`src/rtl/game_pkg.sv`:
```
`default_nettype none
// ============================================================================
//  Module      : game_pkg
//  Description : Shared game-level definitions. Holds the game-state codes
//                driven by the top-level game FSM and the state encoding of
//                the beam-weapon FSM.
//  Ports       : none (package)
//  Revision    : 1.0 - initial release
// ============================================================================
package game_pkg;

   // Game-state codes as driven by the game-state FSM
   typedef enum logic [1:0] {
      GS_PRESS_START = 2'd0,
      GS_PLAYING     = 2'd1,
      GS_GAMEOVER    = 2'd2,
      GS_CLEAR       = 2'd3
   } game_state_e;

   // Beam-weapon FSM encoding
   localparam logic [1:0] c_ST_IDLE   = 2'd0;
   localparam logic [1:0] c_ST_READY  = 2'd1;
   localparam logic [1:0] c_ST_FIRING = 2'd2;
   localparam logic [1:0] c_ST_LOCKED = 2'd3;

endpackage : game_pkg
`default_nettype wire

```
`src/rtl/energy_bar_rgb.sv`:
```
`default_nettype none
// ============================================================================
//  Module      : energy_bar_rgb
//  Description : Combinational mapping of an EW-bit energy value onto a
//                12-bit 4:4:4 RGB bar colour. The top 12 bits of the energy
//                are used: colour fades white -> yellow -> red-ish as energy
//                falls. A locked meter is always shown solid red.
//  Ports       : i_energy [EW-1:0] - energy value (EW >= 12)
//                i_locked          - force lockout colour 12'hF00
//                o_rgb    [11:0]   - {R,G,B} nibbles
//  Revision    : 1.0 - initial release
// ============================================================================
module energy_bar_rgb #(
   parameter int EW = 12
) (
   input  logic [EW-1:0] i_energy,
   input  logic          i_locked,
   output logic [11:0]   o_rgb
);

   logic [11:0] w_e;
   logic [3:0]  w_r;
   logic [3:0]  w_g;
   logic [3:0]  w_b;

   assign w_e = i_energy[EW-1:EW-12];

   // Each channel saturates to F once any more significant nibble is set
   assign w_r = (w_e[11:4] != 8'd0) ? 4'hF : w_e[3:0];
   assign w_g = (w_e[11:8] != 4'd0) ? 4'hF : w_e[7:4];
   assign w_b = w_e[11:8];

   assign o_rgb = i_locked ? 12'hF00 : {w_r, w_g, w_b};

endmodule : energy_bar_rgb
`default_nettype wire

```
`src/rtl/beam_energy_controller.sv`:
```
`default_nettype none
// ============================================================================
//  Module      : beam_energy_controller
//  Description : Beam-weapon energy reservoir. Drains while the player fires,
//                recharges after an idle delay, and locks the weapon out after
//                full depletion until the reservoir refills to LOCK_LEVEL.
//                Non-playing game states override the FSM.
//  Ports       : clk, rst             - clock, synchronous active-high reset
//                i_state   [1:0]      - game state (0 start,1 play,2 over,3 clear)
//                i_fire               - beam request (level)
//                i_plane_h [H_W-1:0]  - player x position
//                o_beam_enable        - beam active
//                o_beam_h  [H_W-1:0]  - beam x, 0 when inactive
//                o_energy  [EW-1:0]   - current reservoir
//                o_locked             - depletion lockout
//                o_power_rgb [11:0]   - HUD bar colour 4:4:4
//  Revision    : 1.0 - initial release
// ============================================================================
module beam_energy_controller
   import game_pkg::*;
#(
   parameter int EW             = 12,
   parameter int H_W            = 10,
   parameter int DRAIN          = 1,
   parameter int RECHARGE       = 1,
   parameter int RECHARGE_DELAY = 64,
   parameter int LOCK_LEVEL     = 2 ** (EW - 2),
   parameter int BEAM_OFFSET    = 10
) (
   input  logic           clk,
   input  logic           rst,
   input  logic [1:0]     i_state,
   input  logic           i_fire,
   input  logic [H_W-1:0] i_plane_h,
   output logic           o_beam_enable,
   output logic [H_W-1:0] o_beam_h,
   output logic [EW-1:0]  o_energy,
   output logic           o_locked,
   output logic [11:0]    o_power_rgb
);

   localparam int             c_DW       = $clog2(RECHARGE_DELAY + 1);
   localparam logic [EW:0]    c_FULL     = {1'b0, {EW{1'b1}}};
   localparam logic [EW:0]    c_DRAIN    = (EW + 1)'(DRAIN);
   localparam logic [EW:0]    c_RECHARGE = (EW + 1)'(RECHARGE);
   localparam logic [EW-1:0]  c_LOCK     = EW'(LOCK_LEVEL);
   localparam logic [c_DW-1:0] c_DELAY   = c_DW'(RECHARGE_DELAY);
   localparam logic [H_W-1:0] c_OFFSET   = H_W'(BEAM_OFFSET);

   logic [1:0]      r_state;
   logic [EW-1:0]   r_energy;
   logic [c_DW-1:0] r_delay;

   logic [1:0]      w_state_nxt;
   logic [EW-1:0]   w_energy_nxt;
   logic [c_DW-1:0] w_delay_nxt;

   logic [EW:0]     w_sum;
   logic [EW:0]     w_diff;
   logic [EW-1:0]   w_recharged;
   logic [EW-1:0]   w_drained;
   logic            w_delay_done;

   // One bit of headroom catches overflow / underflow before saturation
   assign w_sum       = {1'b0, r_energy} + c_RECHARGE;
   assign w_diff      = {1'b0, r_energy} - c_DRAIN;
   assign w_recharged = (w_sum > c_FULL) ? {EW{1'b1}} : w_sum[EW-1:0];
   assign w_drained   = w_diff[EW] ? {EW{1'b0}} : w_diff[EW-1:0];
   assign w_delay_done = (r_delay == c_DELAY);

   always_comb begin
      w_state_nxt  = r_state;
      w_energy_nxt = r_energy;
      w_delay_nxt  = r_delay;

      if (i_state != GS_PLAYING) begin
         w_state_nxt = c_ST_IDLE;
         w_delay_nxt = '0;
         if (i_state == GS_PRESS_START) begin
            w_energy_nxt = {EW{1'b1}};
         end else if (i_state == GS_CLEAR) begin
            w_energy_nxt = '0;
         end
      end else begin
         case (r_state)
            c_ST_IDLE: begin
               w_state_nxt = c_ST_READY;
            end
            c_ST_READY: begin
               if (i_fire && (r_energy != '0)) begin
                  // Firing takes priority over a pending recharge
                  w_state_nxt = c_ST_FIRING;
                  w_delay_nxt = '0;
               end else if (w_delay_done) begin
                  w_energy_nxt = w_recharged;
               end else begin
                  w_delay_nxt = r_delay + c_DW'(1);
               end
            end
            c_ST_FIRING: begin
               if (!i_fire) begin
                  w_state_nxt = c_ST_READY;
                  w_delay_nxt = '0;
               end else begin
                  w_energy_nxt = w_drained;
                  if (w_drained == '0) begin
                     w_state_nxt = c_ST_LOCKED;
                     w_delay_nxt = '0;
                  end
               end
            end
            c_ST_LOCKED: begin
               // Delay counter survives the exit so recharge keeps running
               if (w_delay_done) begin
                  w_energy_nxt = w_recharged;
               end else begin
                  w_delay_nxt = r_delay + c_DW'(1);
               end
               if (r_energy >= c_LOCK) begin
                  w_state_nxt = c_ST_READY;
               end
            end
            default: begin
               w_state_nxt = c_ST_IDLE;
            end
         endcase
      end
   end

   always_ff @(posedge clk) begin
      if (rst) begin
         r_state  <= c_ST_IDLE;
         r_energy <= {EW{1'b1}};
         r_delay  <= '0;
      end else begin
         r_state  <= w_state_nxt;
         r_energy <= w_energy_nxt;
         r_delay  <= w_delay_nxt;
      end
   end

   assign o_beam_enable = (r_state == c_ST_FIRING);
   assign o_locked      = (r_state == c_ST_LOCKED);
   assign o_energy      = r_energy;
   assign o_beam_h      = o_beam_enable ? (i_plane_h + c_OFFSET) : '0;

   energy_bar_rgb #(
      .EW (EW)
   ) u_energy_bar_rgb (
      .i_energy (r_energy),
      .i_locked (o_locked),
      .o_rgb    (o_power_rgb)
   );

endmodule : beam_energy_controller
`default_nettype wire
```
`config.mk`:
```
export PLATFORM = sky130hd
export DESIGN_NAME = beam_energy_controller
export DESIGN_NICKNAME = d
export VERILOG_FILES = /design/src/rtl/game_pkg.sv /design/src/rtl/energy_bar_rgb.sv /design/src/rtl/beam_energy_controller.sv
export SDC_FILE = /design/constraint.sdc
export NUM_CORES = 1
export LEC_CHECK = 0
export ABC_AREA = 1
export BUFFER_PORTS_ARGS = -buffer_cell sky130_fd_sc_hd__clkbuf_2
export CAP_MARGIN = 0
export CORE_UTILIZATION = 50
export DETAILED_ROUTE_END_ITERATION = 8
export GPL_TIMING_DRIVEN = 0
export PLACE_DENSITY = 0.77
export SYNTH_ARGS = -nofsm -noshare
export SYNTH_HDL_FRONTEND = slang
export SYNTH_HIERARCHICAL = 1
export SYNTH_SLANG_ARGS = --single-unit
```
`constraint.sdc`:
```
create_clock -name clk -period 2.1 [get_ports clk]
set_clock_uncertainty 0.1 [all_clocks]
set_input_delay 0.315 -clock clk [delete_from_list [all_inputs] [get_ports clk]]
set_output_delay 0.315 -clock clk [all_outputs]
set_load 0.01 [all_outputs]
```
==> results of run 1 <==
-- worst max-delay path, delay by kind of cell (launching register included) --
family	cells	cell delay (ps)
compound gates	1	270
fa+ha+maj	1	150
buf+inv	3	260
simple gates	8	790
flops	1	410
-- placed cells by master (no fill, tap or decap), drive strengths merged --
master	n
a211oi	1
a21oi	33
a22oi	1
buf	21
clkbuf	57
clkinv	4
dfxtp	21
ha	11
inv	63
nand2	127
nand3	53
nand3b	1
nand4	5
nor2	65
nor3	8
nor3b	2
o211ai	1
o21ai	27
o31ai	1
xor2	8
-- cells by family after synthesis --
family,share of synthesized area (%)
AND/OR/NAND/NOR,47.5
adder cells (fa/ha/maj),5.50
XOR/XNOR,2.80
buffers and inverters,14.2
AO/OA/AOI/OAI,13.2
flip-flops,16.8
-- layout make-up --
| type | count | area [um2] |
|---|---|---|
| Buffer | 14 | 128 |
| Clock buffer | 3 | 41.3 |
| Clock inverter | 1 | 5.00 |
| Fill cell | 475 | 1600 |
| Inverter | 66 | 262 |
| Multi-Input combinational cell | 344 | 1860 |
| Sequential cell | 21 | 443 |
| Tap cell | 67 | 83.8 |
| Timing Repair Buffer | 61 | 335 |
-- final timing paths --
kind | endpoint | depth (start not counted)
worst max-delay path | r_delay[6]$_SDFFE_PP0P_ | 13
worst min-delay path | o_energy[3]$_SDFFE_PP1P_ | 4
worst max register to register | r_delay[6]$_SDFFE_PP0P_ | 13
worst min register to register | r_delay[0]$_SDFFE_PP0P_ | 2
-- what timing repair did --
action	4_1_cts	5_1_grt
gates resized for setup	19	44
cloned	1	1
setup endpoints to repair	31	33
hold buffers	0	0
pin swaps	5	13
buffers inserted	6	5
-- sequential cells by signal, summed over array words and instances, names as in the netlist --
signal,flops
r_delay,7
o_energy,12
r_state,2
-- per-stage QoR --
| stage | instances | area (um2) | power (mW) |
|---|---|---|---|
| 2_1_floorplan | 444 | 2500 | 0.866 |
| 6_report | 577 | 3160 | 1.40 |
| 5_1_grt | 577 | 3160 | 1.50 |
| 3_5_place_dp | 560 | 2830 | 1.02 |
| 4_1_cts | 571 | 2980 | 1.33 |
| 3_3_place_gp | 560 | 2830 | 1.01 |
-- metal layers --
layer	share of wire, %	track usage, %	wire length [um]
met4	3.0	11.8	229
met1	40	33.9	3060
met5	0	0	0
met3	7.5	2.76	568
met2	49	52.0	3750
-- power groups by stage --
stage | sequential, mW | combinational [mW] | clock (mW)
final | 0.482 | 0.630 | 0.291
after global routing | 0.487 | 0.694 | 0.316
after CTS | 0.473 | 0.564 | 0.297
after detailed placement | 0.485 | 0.536 | 0
after global placement | 0.484 | 0.525 | 0
after floorplan | 0.484 | 0.383 | 0
==> metrics, run 1 <==
status=complete, no violations; Yosys reg bits=21; Vias=3131; RSZ-0062 raised after global routing=yes; cells after synthesis=roughly 440; DP Wirelength=between 5000 and 6000 um; register clock-pin slew on the reported worst setup and hold paths=~90 ps; crit path DAT=roughly 2100 ps; final worst-path cycle share=98.7%; Inserted Clock Buffers=3; clk sinks=21; routed vias/inst=about 5.4; Die Y=~73 um; GRT Residual Overflow=0; NetSw=0.612 mW; vias in the first global route=between 2000 and 3000; num rows=25; max-slew violations=0; largest net degree at the start of global routing=13; core area=around 4800 um2; Post-synth EDFFs=0; sequential group share of total power=about a third; Synth Area per Inst=roughly 5.6 um2; H-tree depth=1; layout cell share with drive strength beyond 1=30.2%; Final Setup Violations=0; GRT Total Usage=between 20 and 30%; Die Wd=approximately 73 um; total wire length=7610 um; worst-path fanout max=5; Boundary Pins=51; post-synth net total=470; Worst Tran Pin Value=slightly below 500 ps; async set-reset flop share out of synthesis=0%; Netlist Area Pre-Place=2500 um2; Hold WC Path Type=in -> reg; setup slack, reg-to-reg=approximately 28 ps; Bufs on Longest Clock Path=2; ant diodes=0; worst setup path class=reg -> reg; Leak=~1.6 nW; Achievable Freq=around 480 MHz; setup_tns=0 ps; CP max-delay cell=dfxtp_4; port bufs=roughly 50; initial antenna violation count=0; Final min period=between 2000 and 2500 ps; CP peak stage delay=roughly 410 ps; top cell type's share of synthesized area=approximately 17%; Starting Density=a little over half; synth warn=6; worst r2r src=o_energy[0]$_SDFFE_PP1P_; routed len/inst=roughly 13 um; DR pass1 iterations=5; # Max-Cap Violations=0; DRC viols=0; DR iter-0 viols=254; combinational cell fraction of total power=about 45%; CP Capture Type=flip-flop; CP required=between 2000 and 2500 ps; CTS Root Cell=clkbuf_8; Final #Nets=approximately 540; crit-path cells=inv_4 -> ha_4 -> buf_4 -> inv_1 -> nor2_1 -> o21ai_0 -> nand2_1 -> nor2_2 -> nand3_2 -> nand2_2 -> nand3_1 -> nand2_1 -> nor2_2; crit path from=o_energy[0]$_SDFFE_PP1P_; synth cell count leaders=nand2_1 (115), inv_1 (54), nor2_1 (53), nand3_1 (50), a21oi_1 (33); Max-slew headroom=67.2%; worst setup margin=28.3 ps; first-pass GRT wire length=roughly 12000 um; post-synthesis sequential area ratio=approximately 17%; prevailing post-synth register cell=dfxtp_1; Util after Layout=between 60% and 70%; min-delay src=i_state[0]; Fin. Hold Viols=0; Clock Latency Late Sink=around 270 ps; startpoint types=flip-flop; DP Worst Slack=-315 ps; switching part of the total=a little over two fifths; CTS tree=built; area delta synth->final=26.1%; Die ar.=roughly 5300 um2; worst hold slack=around 250 ps; internal power=0.791 mW; Peak VDD IR=0.212 mV; count leader, synth=nand2_1; Synth cell types=30; post-synth top area cell=nand2_1; Synth area leaders=nand2_1 (17%), dfxtp_1 (17%), nand3_1 (10%); clock share of power=20.7%; routability cong.=approximately 0.92; DRT antenna net count=0; pwr dens=between 400 and 500 nW/um2
Note: power is estimated with default switching activity, not from simulation.
==> run 2: changes to the inputs <==
--- a/config.mk
+++ b/config.mk
@@ -11,7 +11,7 @@
 export CORE_UTILIZATION = 50
 export DETAILED_ROUTE_END_ITERATION = 8
 export GPL_TIMING_DRIVEN = 0
-export PLACE_DENSITY = 0.77
+export PLACE_DENSITY = 0.74
 export SYNTH_ARGS = -nofsm -noshare
 export SYNTH_HDL_FRONTEND = slang
 export SYNTH_HIERARCHICAL = 1
==> constraint.sdc (replaced) <==
create_clock -name clk -period 2 [get_ports clk]
set_clock_uncertainty 0.1 [all_clocks]
set_input_delay 0.3 -clock clk [delete_from_list [all_inputs] [get_ports clk]]
set_output_delay 0.3 -clock clk [all_outputs]
set_load 0.01 [all_outputs]
==> run 2 against run 1 <==
The run now ends with setup timing left. Non-clock buffer count increased by 3. Sequential power increased by 4.6%. Utilization grew 1.3 points. Total power is 5.7% higher. Routed wire length increased by 5.6%. Setup slack worse by 120 ps. Clock power up 4%. Critical path depth rose by 1. Critical endpoint is now o_energy[7]$_SDFFE_PP1P_. Largest cell class unchanged.
==> metrics, run 2 (synthesized netlist as in run 1, its figures left out) <==
CP peak stage delay=400 ps (about the same); DR pass1 iterations=5 (unchanged); vias in the first global route=2886 (+3.0%); Achievable Freq=479 MHz (-0.84%); setup_tns=-770 ps (-770 ps); Clock Latency Late Sink=270 ps (about the same); Worst Hold End=o_energy[3]$_SDFFE_PP1P_; Die ar.=5290 um2 (unchanged); first-pass GRT wire length=12800 um (+7.0%); crit-path cells=inv_4 -> buf_4 -> ha_1 -> nor3_2 -> nand2_1 -> nor2_2 -> nand3_1 -> nor2_1 -> nand2_2 -> nand3_1 -> nand2_1 -> nand2_1 -> nand2_1 -> nand3_1; max-slew violations=0 (unchanged); Util after Layout=67.7% (+1.3 points); CP max-delay cell=dfxtp_4; most common cell after layout, fill and taps aside=nand2_1; Final min period=2090 ps (+17.5 ps); Buf/Inv on CP=2 (-1); status=finished, violations left; initial antenna violation count=0 (unchanged); Hold Buf Count CTS=0 (unchanged); setup slack, reg-to-reg=-90 ps (-120 ps); CP required=2100 ps (-60 ps); H-tree depth=1 (unchanged); RSZ-0062 raised after global routing=yes; CTS tree=built; total power=1.48 mW (+5.7%); Final #Nets=540 (+0.56%); final worst-path cycle share=104% (+5.8 points); Bufs on Longest Clock Path=2 (unchanged); Die Wd=72.7 um (unchanged); Max-slew headroom=62.4% (-4.8 points); failing checks=setup timing; pwr dens=461 nW/um2 (+3.7%); Worst R2R Path Depth=14 (+1); Leak=1.63 nW (+1.7%); Peak VDD IR=0.241 mV (+14%); DP Wirelength=5550 um (+1.1%); Crit Reg-Reg Endpoint=o_energy[7]$_SDFFE_PP1P_; ant diodes=0 (unchanged); CTS Root Cell=clkbuf_8; worst setup path class=reg -> reg; worst-path fanout max=8 (+3); GRT Total Usage=31.2% (+2.7 points); routed len/inst=13.9 um (+5.1%); Starting Density=52.6% (unchanged); CP Capture Type=flip-flop; DP Worst Slack=-330 ps (-15.0 ps); Inserted Clock Buffers=3 (unchanged); area delta synth->final=28.6%; Hold WC Path Type=in -> reg; DRC viols=0 (unchanged); Vias=3160 (+0.93%); num rows=25 (unchanged); register clock-pin slew on the reported worst setup and hold paths=90 ps (about the same); GRT Residual Overflow=0 (unchanged); Die Y=72.7 um (unchanged); crit path DAT=2190 ps (+50 ps); port bufs=49 (unchanged); DRT antenna net count=0 (unchanged); min-delay src=i_state[0]; clk sinks=21 (unchanged); routed vias/inst=5.45 (+0.40%); Final Setup Violations=17 (+17); layout cell share with drive strength beyond 1=31.2% (+0.99 points); cell family with most CP delay=simple AND/OR/NAND/NOR gates; CP dominant cell by count=nand2_1; Worst Tran Pin Value=564 ps (+72.5 ps); worst setup margin=-89.2 ps (-118 ps); # Max-Cap Violations=0 (unchanged); worst r2r src=o_energy[0]$_SDFFE_PP1P_; startpoint types=flip-flop; total wire length=8040 um (+5.6%); flip-flop count of the largest register after layout=12 (unchanged); Boundary Pins=51 (unchanged); hold path cells=4 (unchanged); largest net degree at the start of global routing=13 (unchanged); commonest non-fill, non-tap cells in the layout=nand2_1 (108), inv_1 (51), clkbuf_2 (49); DR iter-0 viols=184 (-28%); core area=4750 um2 (unchanged); Fin. Hold Viols=0 (unchanged); routability cong.=0.912 (-1.2%)
==> run 2: cell types whose count changed in the layout (fill, tap and decap cells not counted), sizes merged <==
cell    delta
clkbuf     +1
buf        +2
==> run 2: what timing repair did <==
item / 4_1_cts / 5_1_grt
setup endpoints to repair: 35 / 36
gates cloned: 3 / 0
endpoints found under the hold margin: 0 / 0
gates resized for setup: 45 / 26
pin swaps: 13 / 12
buffers inserted: 11 / 2
==> run 2: layout make-up <==
cell class	count	area, um2
buffer	14	151
clock buffer	3	41.3
clock inverter	1	5.00
fill	462	1540
inverter	66	259
multi-input combinational	344	1870
sequential	21	443
tap	67	83.8
timing repair buffer	64	359
==> run 2: worst register-to-register path, cell delays in order (launching register included) <==
cell,delay [ps]
dfxtp_4,400
inv_4,60
buf_4,180
ha_1,230
nor3_2,130
nand2_1,90
nor2_2,130
nand3_1,100
nor2_1,140
nand2_2,110
nand3_1,90
nand2_1,70
nand2_1,60
nand2_1,50
nand3_1,100
==> run 2: metrics by stage <==
step / cell area (um2) / hold slack [ps] / instances
3_3_place_gp: 2840 / 386 / 560
4_1_cts: 3110 / 225 / 578
2_1_floorplan: 2510 / 360 / 444
3_5_place_dp: 2840 / 389 / 560
5_1_grt: 3220 / 295 / 580
6_report: 3220 / 234 / 580
==> run 2: where the power goes <==
part,total (mW),switching (mW),leakage [nW],internal (mW)
registers,0.504,0.0530,0.171,0.451
logic,0.675,0.429,1.43,0.246
clock network,0.303,0.164,0.0255,0.140
==> run 2: layer usage <==
layer	part of all wire [%]	global-route usage, %	vias to the layer above
met3	7.6	4.56	35
met1	39	36.2	1424
met2	50	56.5	148
li1	-	-	1553
met5	0	0	-
met4	3.4	13.7	0
==> run 2: how the worst max path moves through the flow <==
stage / from / endpoint / depth (start not counted)
6_report: o_energy[0]$_SDFFE_PP1P_ / o_energy[7]$_SDFFE_PP1P_ / 14
5_1_grt: o_energy[11]$_SDFFE_PP1P_ / r_state[1]$_SDFFE_PP0P_ / 14
4_1_cts: o_energy[0]$_SDFFE_PP1P_ / r_delay[0]$_SDFFE_PP0P_ / 14
3_5_place_dp: o_energy[0]$_SDFFE_PP1P_ / o_energy[0]$_SDFFE_PP1P_ / 12
3_3_place_gp: r_state[0]$_SDFFE_PP0P_ / o_beam_h[8] / 7
2_1_floorplan: o_energy[0]$_SDFFE_PP1P_ / r_delay[1]$_SDFFE_PP0P_ / 14
